<file path="config.mk">
export PLATFORM = sky130hd
export DESIGN_NAME = perf_counter_bank
export DESIGN_NICKNAME = d
export VERILOG_FILES = /design/src/rtl/perf_counter_bank.sv
export SDC_FILE = /design/constraint.sdc
export NUM_CORES = 1
export LEC_CHECK = 0
export CAP_MARGIN = 20
export CORE_ASPECT_RATIO = 1.4
export CORE_UTILIZATION = 28
export CTS_BUF_LIST = sky130_fd_sc_hd__clkbuf_8 sky130_fd_sc_hd__clkbuf_16
export DETAILED_ROUTE_END_ITERATION = 10
export GPL_TIMING_DRIVEN = 0
export RECOVER_POWER = 100
export SLEW_MARGIN = 10
export SYNTH_ARGS = -nofsm -noshare
export SYNTH_HDL_FRONTEND = slang
export SYNTH_SLANG_ARGS = --single-unit
</file>
<file path="constraint.sdc">
create_clock -name clk -period 2.48 [get_ports clk]
set_input_delay 0.372 -clock clk [delete_from_list [all_inputs] [get_ports clk]]
set_output_delay 0.372 -clock clk [all_outputs]
set_load 0.05 [all_outputs]
</file>
<file path="src/rtl/perf_counter_bank.sv">
// Performance counter bank: per-channel event counters with sticky overflow,
// an atomic snapshot into shadow registers and a registered shadow read port.

// One counter channel: live count, sticky overflow and its shadow copy.
module perf_counter_ch #(
    parameter int WIDTH    = 20,
    parameter bit SATURATE = 1'b0
) (
    input  logic             clk,
    input  logic             reset_n,
    input  logic             inc,
    input  logic             clear,
    input  logic             snap,
    output logic             ovf,
    output logic [WIDTH-1:0] shd_cnt,
    output logic             shd_ovf
);
    logic [WIDTH-1:0] cnt;

    // Live count update; a clear reloads with this cycle's event so it is never lost.
    // The shadow samples pre-update values, so this cycle's event stays only in live.
    always_ff @(posedge clk or negedge reset_n) begin
        if (!reset_n) begin
            cnt     <= '0;
            ovf     <= 1'b0;
            shd_cnt <= '0;
            shd_ovf <= 1'b0;
        end else begin
            if (snap) begin
                shd_cnt <= cnt;
                shd_ovf <= ovf;
            end
            if (clear) begin
                cnt <= {{(WIDTH-1){1'b0}}, inc};
                ovf <= 1'b0;
            end else if (inc) begin
                if (&cnt) begin
                    ovf <= 1'b1;
                    if (!SATURATE) cnt <= '0;
                end else begin
                    cnt <= cnt + WIDTH'(1);
                end
            end
        end
    end
endmodule

module perf_counter_bank #(
    parameter  int NUM_CH   = 3,
    parameter  int WIDTH    = 20,
    parameter  bit SATURATE = 1'b0,
    localparam int SEL_W    = (NUM_CH > 1) ? $clog2(NUM_CH) : 1
) (
    input  logic              clk,
    input  logic              reset_n,
    input  logic              enable,
    // per-channel event pulses (named "events": "event" is a reserved word)
    input  logic [NUM_CH-1:0] events,
    input  logic [NUM_CH-1:0] clr,
    input  logic              snap,
    input  logic              snap_clear,
    output logic              snap_done,
    input  logic              rd_en,
    input  logic [SEL_W-1:0]  rd_sel,
    output logic              rd_valid,
    output logic [WIDTH-1:0]  rd_data,
    output logic              rd_ovf,
    output logic [NUM_CH-1:0] ovf
);
    logic [NUM_CH-1:0]            inc;
    logic [NUM_CH-1:0]            clear;
    logic [NUM_CH-1:0][WIDTH-1:0] shd_cnt;
    logic [NUM_CH-1:0]            shd_ovf;
    logic [WIDTH-1:0]             sel_cnt;
    logic                         sel_ovf;

    assign inc   = {NUM_CH{enable}} & events;
    assign clear = clr | {NUM_CH{snap & snap_clear}};

    for (genvar i = 0; i < NUM_CH; i++) begin : g_ch
        perf_counter_ch #(.WIDTH(WIDTH), .SATURATE(SATURATE)) u_ch (
            .clk     (clk),
            .reset_n (reset_n),
            .inc     (inc[i]),
            .clear   (clear[i]),
            .snap    (snap),
            .ovf     (ovf[i]),
            .shd_cnt (shd_cnt[i]),
            .shd_ovf (shd_ovf[i])
        );
    end

    // Shadow select; an index past the last channel reads as zero.
    always_comb begin
        sel_cnt = '0;
        sel_ovf = 1'b0;
        for (int i = 0; i < NUM_CH; i++) begin
            if (rd_sel == SEL_W'(i)) begin
                sel_cnt = shd_cnt[i];
                sel_ovf = shd_ovf[i];
            end
        end
    end

    // Registered read port; data holds between reads.
    always_ff @(posedge clk or negedge reset_n) begin
        if (!reset_n) begin
            rd_valid <= 1'b0;
            rd_data  <= '0;
            rd_ovf   <= 1'b0;
        end else begin
            rd_valid <= rd_en;
            if (rd_en) begin
                rd_data <= sel_cnt;
                rd_ovf  <= sel_ovf;
            end
        end
    end

    // One done pulse per snapshot request.
    always_ff @(posedge clk or negedge reset_n) begin
        if (!reset_n) snap_done <= 1'b0;
        else          snap_done <= snap;
    end
endmodule

</file>
# --- After elaboration in Yosys (flattened, before gate mapping) ---
# Cells that the tools add are included.
totals:
  regBits: 149
  in_bits: 14
  out_inout_bits: 26
  elab_cells: 61
classes:
  addsub: 3
  n_eq_ne: 2
  n_mux: 24
  bitwise: 3
  n_reduce_logical: 13
ops:
  columns: ["op", "count"]
  rows:
  - ["2-to-1 mux 20 bit", 12]
  - ["adder 20 x 1 -> 20 bit (second input constant)", 3]
  - ["AND reduction 20 bit", 3]
  - ["2-to-1 mux 1 bit", 12]
  - ["nonzero test 2 bit", 6]
  - ["AND reduction 2 bit", 3]
  - ["bitwise AND 3 bit", 1]
  - ["OR 3 bit", 1]
  - ["== test 2 x 1 -> 1 bit (second input constant)", 1]
  - ["== test 2 bit (second input constant)", 1]
  - ["logical NOT 2 bit", 1]
  - ["bitwise AND 1 bit", 1]

# --- Longest topological paths before layout ---
# Gate-level depths: netlist of run 1.
logic_depth:
  ltp_word: 4
  depth_mapped: 7
  mapped_depth_nobuf: 6

# --- Hierarchy ---
# Synthesis of run 1 repeated with hierarchy kept, for this count alone.
hier_totals:
  hier_cells: 615
  hier_area_um2: 7233.2
by_module_without_submodules:
  columns: ["module", "n_inst", "cells_each", "area_each_um2", "seq_area_each_um2"]
  rows:
  - ["perf_counter_ch", 3, 162, 1946.9, 1051.0]
  - ["perf_counter_bank", 1, 129, 1392.6, 575.6]

# --- Least setup slack after synthesis of run 1 ---
# OpenSTA, ideal clock, no wires.
synth_timing:
  kind: "register to register"
  start: "register g_ch[0].u_ch.cnt[5]"
  end: "register g_ch[0].u_ch.cnt[17]"
  setup_time_ns: 0.069
  t_arrival_ns: 1.724
  t_required_ns: 2.411
  path_slack_ns: 0.687
  stages_incl_launch_ff: 6
  path_buffers: 0
  period_less_slack_ns: 1.793
  path_cell_list: "dfrtp_1 -> nand4_4 -> or3_4 -> or2_0 -> or4b_1 -> nand3_1"
synth_between:
  elab_chain_cells: 4
  word_cells_on_any_way: 5
  classes_between: "1 x add/sub; 3 x mux; 1 x reduce/logical"
synth_rtl:
  columns: ["element", "line_no", "source"]
  rows:
  - ["start: declaration", "18", "logic [WIDTH-1:0] cnt;"]
  - ["start signal: assignment", "34", "cnt <= {{(WIDTH-1){1'b0}}, inc};"]
  - ["start signal: assignment", "41", "cnt <= cnt + WIDTH'(1);"]
  - ["adder 20 x 1 -> 20 bit or AND reduction 20 bit (tied branches)", "41, 37", null]
  - ["2-to-1 mux 20 bit *", "37", "if (&cnt) begin"]
  - ["2-to-1 mux 20 bit *", "36", "end else if (inc) begin"]
  - ["2-to-1 mux 20 bit *", "33", "if (clear) begin"]
# Mark *: on every way between the ends. The rest lies on a longest branch, timed or not. The select of a mux whose other input is x is not followed.
# A chain may end at the register's enable or synchronous reset.

# --- Worst setup path in the final report of run 1 ---
layout_timing:
  start: "input snap"
  end: "register g_ch[1].u_ch.shd_cnt[6]"
layout_rtl:
  columns: ["element", "line_no", "source"]
  rows:
  - ["start: declaration", "60", "input logic snap,"]
  - ["end signal: assignment", "30", "shd_cnt <= cnt;"]
  - ["end: declaration", "15", "output logic [WIDTH-1:0] shd_cnt,"]
# No word-level cell between the ends.

==> results.yml, run 1 <==
cts:
  cts_buffers: 17
  post_cts_buffers: 0
  path_clk_slew_ns: 0.06
  cts_sinks: 149
  cts_tree: "done"
  htreeDepth: 4
  clk_latency_ns: 0.42
  cts_root_buf: "clkbuf_16"
  cts_buffer_depth: 2
global_routing:
  grtUsageTotal_pct: 13.7
  grt_first_pass_wirelength_mm: 26.2
  grt_max_degree: 87
  grt-ovfl-total: 0
  grt_pass1_vias: 4887
  antenna_found_initial: 0
sta:
  grt_setup_unrepaired: "no"
  max_slew.worst_pin.slew_ns: 1.62
  slew_violations: 64
  skew_ns: 0.00670
  max_freq_mhz: 423
  setup_viol: 0
  holdWs_ns: 0.434
  max_slew_margin_pct: -7.83
  fin_setup_tns_ns: 0
  final.min_clock_period_ns: 2.37
  fin_ws_ns: 0.114
  hold_violations: 0
  post-route-period-util_pct: 95.4
run_status:
  status: "finished, violations left"
  violations: "max-capacitance violations, max-slew violations"
logic_synthesis:
  syn_inst: 631
  synth_area_um2: 6790
  synth_area_per_cell_um2: 10.8
  synth_fp_nets: 648
  ys.flop_type: "dfrtp_1"
  synth_top_area_share_pct: 54.9
  synth_seq_cells: 149
  yosys.cell_count.top_type: "dfrtp_1"
  yosysWarnings: 0
  synth_cell_types: 42
  synth-edff-count: 0
  ys_seq_area_share_pct: 54.9
  async_flop_share_pct: 100
  synth_top_cell_by_area: "dfrtp_1"
  ys_top_cells_by_area: "dfrtp_1, mux2_2, nor2_1"
  synth_commonest_cells: "dfrtp_1, nor2_1, mux2_2"
die:
  core_um2: 23900
  ios: 40
  num_rows: 67
  die_x_um: 134
  initial_core_util_pct: 28.4
  die_y_um: 186
  dieArea_um2: 24900
power:
  p_seq_share_pct: 45.5
  p_clk_share_pct: 46.9
  finalPower_mw: 5.51
  p_leak_nw: 3.63
  p_switching_mw: 1.30
  sw_frac_of_total_pct: 23.6
  combPwrFrac_pct: 7.6
  powerDensity_nw_per_um2: 674
  ir_drop_uv: 369
  p_int_mw: 4.21
drt:
  drc_errors: 0
  wl_per_cell_um: 15.7
  vias_per_cell: 4.83
  postRouteWirelength_mm: 15.9
  num_vias: 4888
  drt_pass1_iterations: 4
  ant_nets: 0
  drt_iter0_drc: 281
cells_and_area:
  fin_util_pct: 34.3
  fill_cells: 2388
  drive_above_1_share_pct: 14.5
  antennaDiodeCount: 0
  nets: 706
  stdcell_count: 1012
  final_area_um2: 8180
  synthToLayoutAreaGrowth_pct: 20.5
place:
  place_congestion: 0.877
  dp_hpwl_mm: 11.6
  dpl.cell_count: 980
  placed_area_um2: 7590
  port_buffers: 38
  post-place-ws_ns: -0.318
setup_path:
  reg2regPathDepth: 6
  reg2reg_to: "g_ch[1].u_ch.cnt[18]"
  crit_slowest_cell: "clkbuf_1"
  r2r_slack_ns: 0.32
  cp-end-kind: "flip-flop"
  crit_type: "in2reg"
  cp-start-kind: "input pin"
  crit_chain: "clkdlybuf4s50_1 -> clkbuf_1 -> clkbuf_1 -> clkbuf_1 -> mux2_2"
  critPathMaxFanout: 10
  max_stage_delay_ns: 0.61
  cp_common_cell: "clkbuf_1"
  worstPathArrival_ns: 2.67
  crit_required_ns: 2.78
  rr_startpoint: "g_ch[1].u_ch.cnt[4]"
hold_path:
  hp-class: "in2reg"
  min_path_cells: 1
  hold_start: "snap"
  whs_endpoint: "snap_done"
job:
  drv_cap: 1
==> kinds of logic (layout without fill, tap and decap cells) <==
| group | count (synthesis) | in the layout | synth area share, % |
|---|---|---|---|
| mux | 84 | 84 | 13.5 |
| flops | 149 | 149 | 54.9 |
| compound gates | 83 | 83 | 6.87 |
| simple gates | 237 | 237 | 16.8 |
| xor+xnor | 41 | 41 | 5.29 |
| fa+ha+maj | 3 | 3 | 0.553 |
| buf+inv | 34 | 105 | 2.06 |
==> placed cells by master, fill, tap and decap left out, drive strengths merged, types with 5 or more instances in the layout <==
cell type,n
inv,7
and4,6
dlygate4sd3,29
dfrtp,149
mux2i,21
nand2,36
a21oi,54
and3,11
xor2,26
buf,9
nor3,10
nand4,23
a31oi,9
xnor2,15
nor2,98
clkbuf,42
clkinv,5
clkdlybuf4s50,9
mux2,63
nor4,5
o21ai,9
nand3,31
==> worst max path at each step <==
stage	start	slack (ns)	end	depth (start not counted)
floorplan	g_ch[0].u_ch.cnt[5]	0.69	g_ch[0].u_ch.cnt[17]	5
global placement	reset_n	-5.14	g_ch[0].u_ch.shd_cnt[14]	1
detailed placement	enable	-0.32	g_ch[2].u_ch.cnt[2]	8
CTS	enable	0.14	g_ch[2].u_ch.cnt[2]	8
global route	reset_n	0.01	g_ch[1].u_ch.cnt[14]	3
finish	snap	0.11	g_ch[1].u_ch.shd_cnt[6]	5
==> what timing repair did <==
item	in CTS	in global routing
hold endpoints to repair	63	0
endpoints found under the setup margin	0	12
gates resized for setup	0	2
hold buffers	1	0
==> layout make-up <==
class / count / area [um2] / area share [%]
multi-input combinational: 448 / 2930 / 35.8
clock buffer: 19 / 453 / 5.53
clock inverter: 13 / 141 / 1.73
sequential: 149 / 3730 / 45.6
inverter: 3 / 11.3 / 0.138
buffer: 30 / 125 / 1.53
tap: 310 / 388 / 4.74
timing repair buffer: 40 / 405 / 4.95
==> metal layers <==
layer	GRT usage (%)	up-vias	part of all wire [%]
li1	-	2353	-
met1	16.9	2410	44
met2	23.3	97	50
met3	2.98	28	3.4
met4	5.59	0	1.9
met5	0	-	0
==> registers in the layout, indices dropped and copies added, names as in the netlist <==
| register | count |
|---|---|
| rd_data | 20 |
| rd_ovf | 1 |
| snap_done | 1 |
| g_ch.u_ch.cnt | 60 |
| g_ch.u_ch.shd_ovf | 3 |
| g_ch.u_ch.shd_cnt | 60 |
| rd_valid | 1 |
| g_ch.u_ch.ovf | 3 |
==> critical path: cells and delay by family <==
| family | cells | cell delay, ns |
|---|---|---|
| buf+inv | 4 | 1.88 |
| mux | 1 | 0.41 |
==> power groups by stage <==
stage / Combinational, mW / Clock, mW / Sequential (mW)
detailed placement: 0.438 / 0 / 2.55
global route: 0.458 / 2.73 / 2.51
CTS: 0.440 / 2.64 / 2.51
finish: 0.417 / 2.59 / 2.51
global placement: 0.428 / 0 / 2.56
floorplan: 0.148 / 0 / 2.64
Power figures use the tool's default switching activity.
==> run 2: changes to the inputs <==
--- a/config.mk
+++ b/config.mk
@@ -12,6 +12,7 @@
 export DETAILED_ROUTE_END_ITERATION = 10
 export GPL_TIMING_DRIVEN = 0
 export RECOVER_POWER = 100
+export SETUP_SLACK_MARGIN = 0.02
 export SLEW_MARGIN = 10
 export SYNTH_ARGS = -nofsm -noshare
 export SYNTH_HDL_FRONTEND = slang
==> run 2 against run 1 <==
The run still ends with max-capacitance violations, max-slew violations left. Register-to-register slack improved by 0.04 ns. Clock power barely moved. Design area unchanged. Power barely moved. Critical path type unchanged. Non-clock buffer count unchanged. Critical path depth did not move. Via count increased by 0.27%. Core utilization stayed put. Sequential cell count did not move. First-iteration DRC count rose by 9.3%. Maximum frequency increased by 1.6%. Critical endpoint is now g_ch[0].u_ch.shd_cnt[1]. Hold slack got worse by 0.0014 ns.
==> results.yml, run 2 (same netlist as run 1, synthesis figures left out) <==
run_status:
  status: "finished, violations left"
  violations: "max-capacitance violations, max-slew violations"
hold_path:
  hp-class: "in2reg"
drt:
  postRouteWirelength_mm: 16.0
  wl_per_cell_um: 15.8
  vias_per_cell: 4.84
  drc_errors: 0
  ant_nets: 0
  drt_pass1_iterations: 6
  num_vias: 4901
  drt_iter0_drc: 307
place:
  placed_area_um2: 7590
  place_congestion: 0.877
  port_buffers: 38
  dp_hpwl_mm: 11.6
  post-place-ws_ns: -0.318
sta:
  max_freq_mhz: 429
  max_slew_margin_pct: -8.53
  grt_setup_unrepaired: "no"
  setup_viol: 0
  hold_violations: 0
  skew_ns: 0.00733
  max_slew.worst_pin.slew_ns: 1.63
  post-route-period-util_pct: 93.9
  fin_setup_tns_ns: 0
  final.min_clock_period_ns: 2.33
  fin_ws_ns: 0.151
  slew_violations: 64
cells_and_area:
  fin_util_pct: 34.3
  nets: 706
  drive_above_1_share_pct: 14.5
  multi_input_area_um2: 2930
  final_area_um2: 8180
  antennaDiodeCount: 0
  layout_common_cells: "dfrtp_1, nor2_1, mux2_2, a21oi_1, nand2_1"
  fill_cells: 2388
  ff_latch_area_um2: 3730
  synthToLayoutAreaGrowth_pct: 20.5
  largestRegisters: "g_ch.u_ch.cnt (60), g_ch.u_ch.shd_cnt (60), rd_data (20)"
  final_common_cell: "dfrtp_1"
cts:
  htreeDepth: 4
  clk_latency_ns: 0.42
  path_clk_slew_ns: 0.06
  cts_root_buf: "clkbuf_16"
  cts_tree: "done"
  cts_buffer_depth: 2
  cts_buffers: 17
  cts_sinks: 149
setup_path:
  critPathMaxFanout: 10
  crit_type: "in2reg"
  cp-start-kind: "input pin"
  cp-end-kind: "flip-flop"
  crit_required_ns: 2.78
  worstPathArrival_ns: 2.63
power:
  ir_drop_uv: 372
  powerDensity_nw_per_um2: 674
  finalPower_mw: 5.52
  p_leak_nw: 3.63
job:
  drv_cap: 1
global_routing:
  grt-ovfl-total: 0
  grt_max_degree: 87
  grt_first_pass_wirelength_mm: 26.2
  antenna_found_initial: 0
  grt_pass1_vias: 4887
  grtUsageTotal_pct: 13.7
die:
  num_rows: 67
  initial_core_util_pct: 28.4
  core_um2: 23900
  die_y_um: 186
  die_x_um: 134
  ios: 40
  dieArea_um2: 24900
-- run 2: changes by cell type in the layout (fill, tap and decap cells not counted) --
cell	previous run	this run
clkbuf_1	22	20
nor2_1	97	98
nor2_2	1	0
a31o_1	0	1
a31o_2	1	0
clkbuf_2	1	3
-- run 2: critical path: stages --
cell             delay, ns
clkdlybuf4s50_1       0.48
clkbuf_1              0.32
clkbuf_1              0.47
clkbuf_1              0.58
mux2_2                0.40
-- run 2: stage by stage --
step	hold slack, ns	cells
floorplan	0.0764	631
global placement	0.490	979
detailed placement	0.355	980
CTS	0.415	1013
global route	0.427	1012
finish	0.433	1012
-- run 2: power breakdown --
part	leakage, nW	switching, mW	internal (mW)
Combinational	1.29	0.295	0.124
Sequential	2.04	0.0331	2.48
Clock	0.307	0.975	1.61
Total	3.63	1.30	4.21
-- run 2: final timing paths --
| check | startpoint | end | slack (ns) | cells past startpoint |
|---|---|---|---|---|
| max in group asynchronous | reset_n | g_ch[1].u_ch.shd_cnt[13] | 0.36 | 3 |
| max reg2reg | g_ch[0].u_ch.cnt[0] | g_ch[0].u_ch.cnt[11] | 0.36 | 6 |
| min reg2reg | g_ch[1].u_ch.shd_cnt[0] | g_ch[1].u_ch.shd_cnt[0] | 0.51 | 1 |
| min in group asynchronous | reset_n | g_ch[2].u_ch.cnt[5] | 0.93 | 2 |
| max | snap | g_ch[0].u_ch.shd_cnt[1] | 0.15 | 5 |
| min | snap | snap_done | 0.43 | 1 |
-- run 2: per-layer routing --
metal / vias to the layer above / track usage (%) / share of wire [%]
met2: 106 / 23.3 / 50
met4: 0 / 5.59 / 1.7
met1: 2417 / 16.9 / 44
met5: - / 0 / 0
met3: 25 / 2.98 / 3.6
li1: 2353 / - / -
-- run 2: layout make-up --
type	count	area share [%]
Sequential cell	149	45.6
Multi-Input combinational cell	448	35.8
Clock buffer	19	5.53
Timing Repair Buffer	40	4.95
Tap cell	310	4.74
Clock inverter	13	1.73
Buffer	30	1.56
Inverter	3	0.138
-- run 2: repair_timing --
item | in CTS | in global routing
resized for setup | 0 | 6
setup buffers | 0 | 0
hold endpoints to repair | 63 | 0
hold buffers | 1 | 0
endpoints found under the setup margin | 0 | 19
==> run 3: changes to the inputs <==
--- a/config.mk
+++ b/config.mk
@@ -11,6 +11,7 @@
 export CTS_BUF_LIST = sky130_fd_sc_hd__clkbuf_8 sky130_fd_sc_hd__clkbuf_16
 export DETAILED_ROUTE_END_ITERATION = 10
 export GPL_TIMING_DRIVEN = 0
+export PLACE_DENSITY = 0.51
 export RECOVER_POWER = 100
 export SETUP_SLACK_MARGIN = 0.02
 export SLEW_MARGIN = 10
==> run 3 against run 2 <==
The flow now finishes without violations. Largest cell class unchanged. Largest power group unchanged. Hold slack gained 0.0057 ns. Clock power shrank 2%. Critical path depth is the same. Cell count is essentially flat.
==> results.yml, run 3 (same netlist as run 1, synthesis figures left out) <==
place:
  dp_hpwl_mm: 12.2
  placed_area_um2: 7590
  place_congestion: 0.857
  port_buffers: 38
die:
  dieArea_um2: 24900
  core_um2: 23900
  die_x_um: 134
  die_y_um: 186
  ios: 40
  initial_core_util_pct: 28.4
  num_rows: 67
sta:
  final.min_clock_period_ns: 2.33
  setup_viol: 0
  grt_setup_unrepaired: "yes"
  post-route-period-util_pct: 93.8
  max_slew.worst_pin.slew_ns: 1.30
  max_slew_margin_pct: 13.5
  fin_setup_tns_ns: 0
  hold_violations: 0
  max_freq_mhz: 430
  slew_violations: 0
  skew_ns: 0.00741
setup_path:
  rr_startpoint: "g_ch[0].u_ch.cnt[0]"
  crit_required_ns: 2.79
  reg2regPathDepth: 6
  crit_type: "in2reg"
  reg2reg_to: "g_ch[0].u_ch.cnt[11]"
  r2r_slack_ns: 0.25
  worstPathArrival_ns: 2.63
  cp-end-kind: "flip-flop"
  critPathMaxFanout: 10
  cp-start-kind: "input pin"
job:
  drv_cap: 0
drt:
  m1WireLength_mm: 7.24
  drt_pass1_iterations: 5
  wl_per_cell_um: 16.5
  wl_met3_um: 626
  ant_nets: 0
  drt_iter0_drc: 273
  postRouteWirelength_mm: 16.7
  wl_met2_mm: 8.44
  highest_layer: "met4"
  drc_errors: 0
  vias_per_cell: 4.82
  num_vias: 4868
cts:
  clk_latency_ns: 0.43
  post_cts_buffers: 0
  cts_root_buf: "clkbuf_16"
  htreeDepth: 4
  path_clk_slew_ns: 0.06
  cts_buffer_depth: 2
  cts_buffers: 17
  cts_tree: "done"
  cts_sinks: 149
cells_and_area:
  drive_above_1_share_pct: 14.3
  fill_cells: 2418
  largestRegisters: "g_ch.u_ch.cnt (60), g_ch.u_ch.shd_cnt (60), rd_data (20)"
  fin_util_pct: 34.2
  synthToLayoutAreaGrowth_pct: 20.5
  final_area_um2: 8180
  layout_common_cells: "dfrtp_1, nor2_1, mux2_2, a21oi_1, nand2_1"
  nets: 706
  final_common_cell: "dfrtp_1"
  antennaDiodeCount: 0
power:
  finalPower_mw: 5.49
  p_leak_nw: 3.64
  ir_drop_uv: 323
  powerDensity_nw_per_um2: 671
global_routing:
  grt_max_degree: 93
  grt_pass1_vias: 5130
  antenna_found_initial: 0
  grtUsageTotal_pct: 14.7
  grt_first_pass_wirelength_mm: 27.8
  grt-ovfl-total: 0
hold_path:
  whs_endpoint: "snap_done"
  hp-class: "in2reg"
  min_path_cells: 1
  hold_start: "snap"
run_status:
  status: "finished, final reports clean"
==> run 3: worst max path at each step <==
stage	startpoint	endpoint	slack, ns	cells after the start
2_1_floorplan	g_ch[0].u_ch.cnt[5]	g_ch[0].u_ch.cnt[17]	0.69	5
3_3_place_gp	reset_n	g_ch[0].u_ch.shd_cnt[14]	-5.30	1
3_5_place_dp	snap	g_ch[1].u_ch.shd_cnt[4]	-0.38	5
4_1_cts	snap	g_ch[1].u_ch.shd_cnt[4]	0.08	5
5_1_grt	snap	g_ch[2].u_ch.shd_cnt[5]	0.01	5
6_report	snap	g_ch[2].u_ch.shd_cnt[7]	0.15	5
==> run 3: report_power, final <==
group / switching [mW] / total (mW) / leakage [nW] / internal, mW
Combinational: 0.298 / 0.423 / 1.29 / 0.125
Sequential: 0.0321 / 2.51 / 2.04 / 2.48
Clock: 0.969 / 2.55 / 0.310 / 1.58
==> run 3: layout make-up <==
class	instances	area, um2	share of cell area (%)
sequential	149	3730	45.6
multi-input combinational	448	2930	35.8
clock buffer	22	494	6.04
timing repair buffer	40	415	5.08
tap	310	388	4.74
buffer	30	128	1.56
clock inverter	9	87.6	1.07
inverter	3	11.3	0.138
==> run 3: critical path: stages <==
cell	delay, ns
clkdlybuf4s50_1	0.49
clkbuf_1	0.27
clkbuf_1	0.52
clkbuf_1	0.57
mux2_2	0.41
==> run 3: stage by stage <==
stage               setup slack (ns)  instances  hold slack (ns)
global route                  0.0108       1011            0.425
CTS                           0.0826       1012            0.395
detailed placement            -0.378        980            0.446
global placement               -5.30        979            0.489
finish                         0.154       1011            0.439
floorplan                      0.687        631           0.0764
==> run 3: per-layer routing <==
metal  global-route usage (%)  vias to the layer above
met5                        0                        -
met4                     6.00                        0
met3                     3.31                       23
met2                     25.8                      102
met1                     17.4                     2393
li1                         -                     2350
==> run 3: what timing repair did <==
action / in CTS / in global routing
endpoints found under the hold margin: 56 / 0
hold buffers: 1 / 0
endpoints found under the setup margin: 0 / 23
gates resized for setup: 0 / 5
